$ cat src/rtl/mips_cpu_bus_lsu.sv
// Load/store unit between the CPU datapath and an Avalon-style memory bus, one request in flight.
// Latency: store resp_valid 2 cycles after handshake (+ waitrequest stalls); load 2+READ_LATENCY (+ stalls).
// Backpressure: req_ready only in IDLE; bus command held while waitrequest=1; response held until resp_ready.
//
// Ports:
//   clk, reset                  clock and synchronous active-high reset
//   req_valid/req_ready         request handshake; req_we, req_op, req_addr, req_wdata captured on handshake
//   resp_valid/resp_ready       response handshake; resp_rdata (extended load data), resp_err
//   address, read, write        word-aligned bus address and command strobes (never both high)
//   byteenable, writedata       active lanes and lane-placed store data
//   waitrequest, readdata       slave stall and read data (READ_LATENCY cycles after read acceptance)
//
// Parameters: ADDR_W (bus address width), READ_LATENCY (1..4).
// Optional feature macro: MIPS_LSU_ALIGN_CHECK_EN -- when defined, misaligned H/HU/W requests are
// reported as errors without a bus cycle; when undefined, low address bits below the access size are ignored.

module mips_cpu_bus_lsu #(
   parameter int ADDR_W       = 32,
   parameter int READ_LATENCY = 1
) (
   input  logic              clk,
   input  logic              reset,
   input  logic              req_valid,
   output logic              req_ready,
   input  logic              req_we,
   input  logic [2:0]        req_op,
   input  logic [ADDR_W-1:0] req_addr,
   input  logic [31:0]       req_wdata,
   output logic              resp_valid,
   input  logic              resp_ready,
   output logic [31:0]       resp_rdata,
   output logic              resp_err,
   output logic [ADDR_W-1:0] address,
   output logic              read,
   output logic              write,
   output logic [3:0]        byteenable,
   output logic [31:0]       writedata,
   input  logic              waitrequest,
   input  logic [31:0]       readdata
);

   typedef enum logic [1:0] {
      S_IDLE = 2'd0,
      S_CMD  = 2'd1,
      S_DATA = 2'd2,
      S_RESP = 2'd3
   } state_t;

   state_t state, state_nxt;

   // captured request
   logic [ADDR_W-1:0] addr_q;
   logic [3:0]        be_q;
   logic [31:0]       wd_q;
   logic [2:0]        op_q;
   logic              we_q;
   logic [1:0]        lo_q;
   logic [1:0]        cnt_q;
   logic [31:0]       rdata_q;
   logic              err_q;

   // request decode
   logic              accept;
   logic              op_legal;
   logic              misalign;
   logic              req_bad;
   logic [3:0]        be_nxt;
   logic [31:0]       wd_nxt;
   logic [31:0]       load_ext;
   logic [7:0]        lane_b;
   logic [15:0]       lane_h;

   assign accept = req_valid & req_ready;

   always_comb begin
      op_legal = 1'b0;
      case (req_op)
         3'b000, 3'b001, 3'b011: op_legal = 1'b1;
         // unsigned variants only make sense for loads
         3'b100, 3'b101:         op_legal = ~req_we;
         default:                op_legal = 1'b0;
      endcase
   end

`ifdef MIPS_LSU_ALIGN_CHECK_EN
   always_comb begin
      misalign = 1'b0;
      case (req_op[1:0])
         2'b01:   misalign = req_addr[0];
         2'b11:   misalign = (req_addr[1:0] != 2'b00);
         default: misalign = 1'b0;
      endcase
   end
`else
   assign misalign = 1'b0;
`endif

   assign req_bad = ~op_legal | misalign;

   always_comb begin
      be_nxt = 4'b1111;
      wd_nxt = req_wdata;
      case (req_op[1:0])
         2'b00: begin
            be_nxt = 4'b0001 << req_addr[1:0];
            wd_nxt = {4{req_wdata[7:0]}};
         end
         2'b01: begin
            be_nxt = req_addr[1] ? 4'b1100 : 4'b0011;
            wd_nxt = {2{req_wdata[15:0]}};
         end
         default: begin
            be_nxt = 4'b1111;
            wd_nxt = req_wdata;
         end
      endcase
   end

   // Lane selection: halfword uses only addr[1], so an odd halfword address
   // (allowed when the alignment check is off) still lands on a legal lane.
   assign lane_b = readdata[{lo_q, 3'b000} +: 8];
   assign lane_h = readdata[{lo_q[1], 4'b0000} +: 16];

   always_comb begin
      load_ext = readdata;
      case (op_q)
         3'b000:  load_ext = {{24{lane_b[7]}}, lane_b};
         3'b100:  load_ext = {24'd0, lane_b};
         3'b001:  load_ext = {{16{lane_h[15]}}, lane_h};
         3'b101:  load_ext = {16'd0, lane_h};
         default: load_ext = readdata;
      endcase
   end

   // state register
   always_ff @(posedge clk) begin
      if (reset) begin
         state <= S_IDLE;
      end else begin
         state <= state_nxt;
      end
   end

   // next-state logic
   always_comb begin
      state_nxt = state;
      case (state)
         S_IDLE: begin
            if (accept) begin
               state_nxt = req_bad ? S_RESP : S_CMD;
            end
         end
         S_CMD: begin
            if (!waitrequest) begin
               state_nxt = we_q ? S_RESP : S_DATA;
            end
         end
         S_DATA: begin
            if (cnt_q == 2'd0) begin
               state_nxt = S_RESP;
            end
         end
         S_RESP: begin
            if (resp_ready) begin
               state_nxt = S_IDLE;
            end
         end
         default: state_nxt = S_IDLE;
      endcase
   end

   // outputs decoded from registered state only; reset is folded into
   // req_ready so the unit never advertises readiness during reset
   always_comb begin
      req_ready  = (state == S_IDLE) & ~reset;
      resp_valid = (state == S_RESP);
      read       = (state == S_CMD) & ~we_q;
      write      = (state == S_CMD) &  we_q;
   end

   // datapath registers
   always_ff @(posedge clk) begin
      if (reset) begin
         addr_q  <= '0;
         be_q    <= '0;
         wd_q    <= '0;
         op_q    <= '0;
         we_q    <= 1'b0;
         lo_q    <= '0;
         cnt_q   <= '0;
         rdata_q <= '0;
         err_q   <= 1'b0;
      end else begin
         case (state)
            S_IDLE: begin
               if (accept) begin
                  op_q    <= req_op;
                  we_q    <= req_we;
                  lo_q    <= req_addr[1:0];
                  err_q   <= req_bad;
                  rdata_q <= '0;
                  // rejected requests leave the bus-facing registers untouched
                  if (!req_bad) begin
                     addr_q <= {req_addr[ADDR_W-1:2], 2'b00};
                     be_q   <= be_nxt;
                     wd_q   <= wd_nxt;
                  end
               end
            end
            S_CMD: begin
               if (!waitrequest) begin
                  cnt_q <= 2'(READ_LATENCY - 1);
               end
            end
            S_DATA: begin
               if (cnt_q != 2'd0) begin
                  cnt_q <= cnt_q - 2'd1;
               end else begin
                  rdata_q <= load_ext;
               end
            end
            S_RESP: begin
               // clear so rdata/err read as zero between responses
               if (resp_ready) begin
                  rdata_q <= '0;
                  err_q   <= 1'b0;
               end
            end
            default: begin
            end
         endcase
      end
   end

   assign address    = addr_q;
   assign byteenable = be_q;
   assign writedata  = wd_q;
   assign resp_rdata = rdata_q;
   assign resp_err   = err_q;

endmodule
$ cat config.mk
export PLATFORM = sky130hd
export DESIGN_NAME = mips_cpu_bus_lsu
export DESIGN_NICKNAME = d
export VERILOG_FILES = /design/src/rtl/mips_cpu_bus_lsu.sv
export SDC_FILE = /design/constraint.sdc
export NUM_CORES = 1
export LEC_CHECK = 0
export ABC_CLOCK_PERIOD_IN_PS = 1600
export BUFFER_PORTS_ARGS = -buffer_cell sky130_fd_sc_hd__clkbuf_2
export CORE_MARGIN = 8
export CORE_UTILIZATION = 43
export DETAILED_ROUTE_END_ITERATION = 12
export PLACE_DENSITY = 0.76
export SLEW_MARGIN = 20
export SYNTH_ARGS = -nofsm -noshare
export SYNTH_HDL_FRONTEND = slang
export SYNTH_SLANG_ARGS = --single-unit
$ cat constraint.sdc
create_clock -name clk -period 1.6 [get_ports clk]
set_input_delay 0.32 -clock clk [delete_from_list [all_inputs] [get_ports clk]]
set_output_delay 0.32 -clock clk [all_outputs]
set_load 0.02 [all_outputs]
==> results.tsv <==
stage	metric	value	unit
run_status	status	complete, but fails checks	
run_status	failing checks	setup timing	
floorplanning	# rows	39	
yosys	Mapped Area	0.00495	mm²
worst_setup_path	Critical Path Fanout Max	11	
sta	crit path time final	1740	ps
yosys	number of synthesis warnings	0	
global_route	first-pass GRT wire length	24500	µm
layout	Fillers	902	
sta	post-route clock period utilization	109	%
yosys	cell count after synthesis	573	
route	via count	5183	
layout	share of cells above drive strength 1	45.2	%
route	WL per Instance	17.7	µm
yosys	number of flops mapped to enable cells by yosys	0	
sta	Final Skew	7.99	ps
route	Antenna Violating Nets Remaining	0	
route	mean number of vias per cell	5.38	
global_route	initial antenna violation count	0	
clock_network	clock latency on the worst-skew pair	350	ps
clock_network	H-tree depth	3	
route	top routing layer in use	met4	
floorplanning	Die W	123	µm
layout	final core utilization	65.5	%
worst_setup_path	WP data arrival	1980	ps
yosys	register area share after synthesis	44.1	%
layout	commonest non-fill, non-tap cell in the layout	clkbuf_2	
clock_network	Reg clk slew, reported paths	70	ps
layout	Final nets	927	
worst_setup_path	Worst Path Class, Setup	flop to flop	
clock_network	TritonCTS clock tree	yes	
route	Post-Route M1 WL	6260	µm
sta	top achievable clock speed	575	MHz
sta	RSZ-0062 raised after global routing	yes	
worst_setup_path	CP required	1840	ps
yosys	prevailing post-synth register cell	dfxtp_1	
placement	Port Buf Inserts	207	
layout	Syn-to-layout area delta	49.8	%
route	WL met3	1800	µm
yosys	top post-synthesis cells by area	dfxtp_1 (44%), nand2_1 (9.3%), a21oi_1 (6.0%), mux2i_1 (4.7%), nand2b_1 (4.0%)	
floorplanning	io pins	210	
worst_hold_path	Hold WC Path Type	primary input to flop	
global_route	GRT Util Overall	20.2	%
route	DRC violations left	0	
sta	Slew HR	43.5	%
worst_setup_path	Setup crit end kind	flop	
placement	GPL Wtd Cong	0.851	
clock_network	Clock Path Buffers	2	
floorplanning	die height	123	µm
sta	Slew @ Worst Pin	848	ps
sta	Hold Fails Final Rpt	0	
global_route	GRT overflow	0	
sta	Fin Hold WS	185	ps
route	met2 WL	8610	µm
sta	final setup vio count	67	
route	initial DRC count	274	
global_route	largest net degree at the start of global routing	67	
global_route	vias in the first global route	5005	
placement	Final HPWL DP	11800	µm
layout	Ant. Diodes	0	
pwr	maximum vdd drop	0.760	mV
run	max cap viols	0	
route	final wirelength	17100	µm
sta	pins over their slew limit	0	
floorplanning	total core area	0.0113	mm²
pwr	PwrDens	1240	mW/mm²
route	router iterations before antenna repair	7	
yosys	Synth Register Bits	109	
floorplanning	Die ar.	0.0152	mm²
yosys	Avg Cell Area, Syn	8.63	µm²
clock_network	CTS Buf Count	9	
yosys	asr flop ratio synth	0	%
clock_network	CTS root buffer	clkbuf_16	
pwr	Pleak	3.26	nW
layout	commonest cells after routing, fill and taps aside	clkbuf_2 (203), dfxtp_1 (106), nand2_1 (105), buf_4 (41), a21oi_1 (40)	
yosys	synth unique cells	46	
sta	Setup WS post-layout	-138	ps
floorplanning	Initial Utilization	43.7	%
worst_setup_path	Startpoint Class	flop	
yosys	top-area cell type share of the netlist area	44.1	%
yosys	cell taking the most area after synthesis	dfxtp_1	
clock_network	clock tree sinks	109	
[layer usage]
layer | up-vias | GRT usage, %
li1 | 2474 | -
met1 | 2455 | 21.3
met2 | 224 | 35.3
met3 | 30 | 8.13
met4 | 0 | 8.20
met5 | - | 0
[sequential cells by signal (all words and copies together), names as in the netlist]
signal / count
writedata: 32
address: 30
cnt_q: 2
we_q: 1
byteenable: 4
resp_err: 1
state: 2
op_q: 3
resp_rdata: 32
lo_q: 2
[power by group]
part | leakage, nW | internal [W] | switching [W]
Sequential | 0.886 | 0.00305 | 0.000237
Clock | 0.144 | 0.00126 | 0.000996
Combinational | 2.23 | 0.00169 | 0.00197
[cell families (layout without fill, tap and decap cells)]
family                   after synthesis  count (layout)  share of synthesized area, %
flip-flops                           109             109                          44.1
multiplexers                          32              32                          6.70
buffers and inverters                 55             301                          5.08
adder cells (fa/ha/maj)                7               7                          1.77
AND/OR/NAND/NOR                      209             209                          19.4
AO/OA/AOI/OAI                        160             160                          22.9
other                                  1               2                        0.0758
[through the flow]
step	setup TNS [ps]	setup WS, ps	cell area, µm²	power (W)	cells
after global placement	-588	-36.1	6400	0.00610	919
final	-1770	-138	7410	0.00921	963
after detailed placement	-2150	-97.4	6400	0.00620	919
after floorplan	-851	-45.7	5020	0.00514	574
after global routing	-6550	-197	7410	0.00965	963
after CTS	-1190	-63.3	6850	0.00870	946
[Yosys cell counts, drive strengths merged (2+ instances only)]
library cell	instances
o21ai	23
inv	9
mux2	9
nor2b	14
a221oi	2
a32o	7
a22oi	2
ha	7
clkbuf	19
buf	26
nand2b	33
o2bb2ai	7
nor2	25
dfxtp	109
nor3	3
and2	2
mux2i	23
o211ai	9
a211oi	12
nand2	122
a21oi	60
a311oi	10
nand3	7
a22o	18
[critical path: stages (launching register included)]
cell and delay [ps]:
dfxtp_4 370, inv_4 90, ha_4 140, buf_6 120
o2111a_2 240, buf_4 160, clkbuf_16 160, nor2_1 40
a311oi_1 300
[cell type report]
class                   count  area (µm²)  area share [%]
inverters                  10        45.0           0.608
flip-flops and latches    109        2190            29.6
multi-input cells         410        2850            38.4
clock buffers              13         250            3.38
well taps                 143         179            2.41
clock inverters             3        43.8           0.591
repair buffers            275        1850            25.0
[path summary, 6_finish.rpt]
kind,cells past startpoint,slack (ps),endpoint,from
setup reg to reg,8,-140,writedata[8],state[0]
hold / removal,3,180,address[18],req_addr[18]
setup / recovery,8,-140,writedata[8],state[0]
hold reg to reg,2,460,address[20],address[20]
[timing repair]
item,in CTS,in global routing
pin swaps,7,23
buffers inserted,11,9
gates cloned,0,8
hold buffers,0,0
resized for setup,17,88
endpoints found under the setup margin,43,97
Power figures use the tool's default switching activity.
